$ cat src/rtl/seq_chk_sat_cnt.sv
// Saturating up-counter with synchronous clear; clear plus increment in one cycle yields 1.
module seq_chk_sat_cnt #(
    parameter int unsigned  W   = 8,
    parameter logic [W-1:0] MAX = '1
) (
    input  logic         clk,
    input  logic         rst,
    input  logic         clr,
    input  logic         inc,
    output logic [W-1:0] cnt,
    output logic         near_max_c
);

    logic [W-1:0] cnt_q;
    logic [W-1:0] cnt_d;

    always_comb begin
        cnt_d = cnt_q;
        if (clr) begin
            cnt_d = inc ? W'(1) : '0;
        end else if (inc && (cnt_q != MAX)) begin
            cnt_d = cnt_q + W'(1);
        end
    end

    always_ff @(posedge clk or negedge rst) begin
        if (!rst) begin
            cnt_q <= '0;
        end else begin
            cnt_q <= cnt_d;
        end
    end

    assign cnt = cnt_q;
    // One more increment lands exactly on MAX (or stays there).
    assign near_max_c = (cnt_q >= (MAX - W'(1)));

endmodule

$ cat config.mk
export PLATFORM = sky130hd
export DESIGN_NAME = seq_chk_sat_cnt
export DESIGN_NICKNAME = d
export VERILOG_FILES = /design/src/rtl/seq_chk_sat_cnt.sv
export SDC_FILE = /design/constraint.sdc
export NUM_CORES = 1
export LEC_CHECK = 0
export CORE_MARGIN = 4
export CORE_UTILIZATION = 30
export CTS_BUF_LIST = sky130_fd_sc_hd__clkbuf_8
export DETAILED_ROUTE_END_ITERATION = 16
export PLACE_DENSITY = 0.54
export SLEW_MARGIN = 20
export SYNTH_ARGS = -nofsm -noshare
export SYNTH_HDL_FRONTEND = slang
export SYNTH_SLANG_ARGS = --single-unit
$ cat constraint.sdc
create_clock -name clk -period 4.4 [get_ports clk]
set_clock_uncertainty 0.2 [all_clocks]
set_input_delay 0.88 -clock clk [delete_from_list [all_inputs] [get_ports clk]]
set_output_delay 0.88 -clock clk [all_outputs]
set_load 0.01 [all_outputs]
==> impl_results.md <==
- Vias per cell: ~5.7
- Reg2Reg Setup Slack: 2.44 ns
- Grt ovf: 0
- Final setup viols: 0
- Hold_ws: 0.436 ns
- Worst-Margin Slew: roughly 0.47 ns
- Placed Instance Area: 639 um2
- Cell-internal power: 0.147 mW
- Worst Hold Depth: 2
- Vias: 452
- Core area: between 0.0015 and 0.002 mm2
- ANT cells: 0
- Switching Share: 0.230
- Reg2reg path depth: 4
- GRT Total Usage: 0.108
- Post_cts resized: 0
- Cell Area, Synth: 519 um2
- CP Launch Type: register
- Critical path type: reg2out
- CTS tree: built
- Highest clock rate: 368 MHz
- IO Port Bufs: 12
- R2R Path End: cnt[5]$_DFFE_PN0P_
- Fin nets: approximately 70
- Clock sinks: 8
- Slew Limit Headroom: 0.689
- Status: completed
- I/O Pins: 13
- Crit. End Element: output pin
- Min-Delay Endpoint: cnt[1]$_DFFE_PN0P_
- Seq/Total Area, Yosys: 0.386
- Met1 usage: 0.142
- Starting Density: 0.329
- Setup Buffers After CTS: 0
- Netlist cell types: 28
- Die area: 0.00246 mm2
- Sequential fraction of design power: 0.424
- H-tree depth reported by CTS: 1
- Max VDD drop: 152 uV
- Detailed Route WL: 1.18 mm
- Max-cap violations: 0
- Die width: 49.6 um
- Antenna Nets Post-Route: 0
- Met2 Use GR: 0.148
- Mapped Cells: 52
- Clock Latency Late Sink: about 0.23 ns
- # hold bufs at CTS: 0
- Switching Power: 0.0439 mW
- Clk pwr share: 0.457
- Tcrit/Tclk final: 0.617
- DRT iter0 DRCs: 8
- TritonCTS buffer count: 3
- Leak: 0.263 nW
- Hold Startpoint: cnt[1]$_DFFE_PN0P_
- Worst path required time: 3.32 ns
- Met3 Usage GRT: 0.0572
- Max-slew violation count: 0
- Clock buffer depth: 2
- Syn_nets: between 50 and 60
- Crit-path max FO: 5
- TNS Setup: 0 ns
- RSZ-0062 raised after global routing: false
- First-pass GRT wire length: slightly below 2 mm
- Post-route insts no fill: 80
- Routed len/inst: 14.8 um
- HPWL after detailed placement: 878 um
- Vias in the first global route: between 400 and 500
- Yosys warning count: 0
- Dpl cells: 77
- CP Data Arrival Time: 1.63 ns
- Hold WC Path Type: reg2reg
- Clock Root Buffer: clkbuf_8
- Final design utilization: 0.432
- Layout cells sized above 1: 0.141
- Crit path time final: 2.71 ns
- Die Ht: roughly 50 um
- Std cell rows: 14
- Yosys reg bits: 8
- Syn_area_per_cell: around 10 um2
- Pin count of the biggest net entering global routing: 14
- Final Instance Area: 681 um2
- Max reg flops: 8
- Power Dens Cells: 280 mW/mm2
- Clock-pin slew on the worst setup and hold paths: 0.04 ns
- Worst r2r src: cnt[1]$_DFFE_PN0P_
- DRC: 0
- Gr busiest metal: met2
- Final Hold Vio Count: 0
- Combinational share of power: 0.119
- Final Wtd Congestion: 0.754
- Initial antenna violation count: 0
- Area Overhead vs Synth: 31.1%
- Drt pass-1 iters: 4
[cells by family after synthesis]
kind of cell / synth area share
and+or+nand+nor: 0.229
AOI/OAI and AO/OA: 0.248
DFF: 0.386
buffers and inverters: 0.0602
adders and majority gates: 0.0482
muxes: 0.0289
[how the worst max path moves through the flow]
stage | end | from | depth (start not counted) | slack [ns]
floorplan | near_max_c | cnt[0]$_DFFE_PN0P_ | 4 | 2.39
global placement | cnt[5]$_DFFE_PN0P_ | inc | 4 | 1.86
detailed placement | cnt[5]$_DFFE_PN0P_ | inc | 4 | 1.78
CTS | near_max_c | cnt[0]$_DFFE_PN0P_ | 5 | 1.67
global route | near_max_c | cnt[0]$_DFFE_PN0P_ | 5 | 1.58
finish | near_max_c | cnt[0]$_DFFE_PN0P_ | 5 | 1.69
[metal layers]
layer  part of all wire  wire, um
met4             0.0076         9
met1               0.47       551
met3              0.058        68
met2               0.47       550
met5                  0         0
[cells in the mapped netlist (all sizes together)]
library cell  count  area share
nor3              3       0.029
nand2             2       0.014
o21ba             1       0.019
nand4             4       0.048
dfrtp             8        0.39
o21ai             1      0.0096
o211ai            1       0.014
nor2b             1       0.012
and3              1       0.012
a311oi            1       0.029
inv               3       0.022
nor2              3       0.022
a41oi             1       0.031
a211oi            4       0.067
ha                2       0.048
and4              2       0.036
nor4b             1       0.017
mux2              1       0.029
o211a             1       0.019
buf               3       0.039
a221o             1       0.019
and4b             1       0.019
a21oi             4       0.039
nand3             2       0.019
[power groups by stage]
| stage | Sequential, mW | Combinational, mW | Clock (mW) |
|---|---|---|---|
| finish | 0.0807 | 0.0227 | 0.0871 |
| global route | 0.0811 | 0.0249 | 0.0967 |
| CTS | 0.0806 | 0.0230 | 0.0897 |
| detailed placement | 0.0817 | 0.0228 | 0 |
| global placement | 0.0816 | 0.0229 | 0 |
| floorplan | 0.0820 | 0.0106 | 0 |
[critical path, cell delays in order (launching register included)]
cell and delay [ns]:
dfrtp_1 0.42, inv_1 0.12, ha_1 0.15, o211ai_1 0.07
nor2_1 0.10, clkdlybuf4s50_1 0.54
[final cells by class]
class,instances,area (um2)
Fill cell,160,896
Timing Repair Buffer,12,120
Inverter,3,11.3
Clock buffer,3,41.3
Sequential cell,8,200
Multi-Input combinational cell,38,288
Tap cell,16,20.0
[stage by stage]
step / setup WS (ns) / total power, mW
after floorplan: 2.39 / 0.0927
after global placement: 1.86 / 0.105
after detailed placement: 1.78 / 0.105
after CTS: 1.67 / 0.193
after global routing: 1.58 / 0.203
final: 1.69 / 0.191
[placed cells by master, fill, tap and decap left out, types with 2 or more instances in the layout]
master            n
a21oi_1           4
clkbuf_8          3
a211oi_1          3
inv_1             3
clkdlybuf4s50_1  12
nand3_1           2
nor3_1            3
dfrtp_1           8
nand4_1           4
nand2_1           2
nor2_1            3
ha_1              2
(Power assumes the default switching activity.)
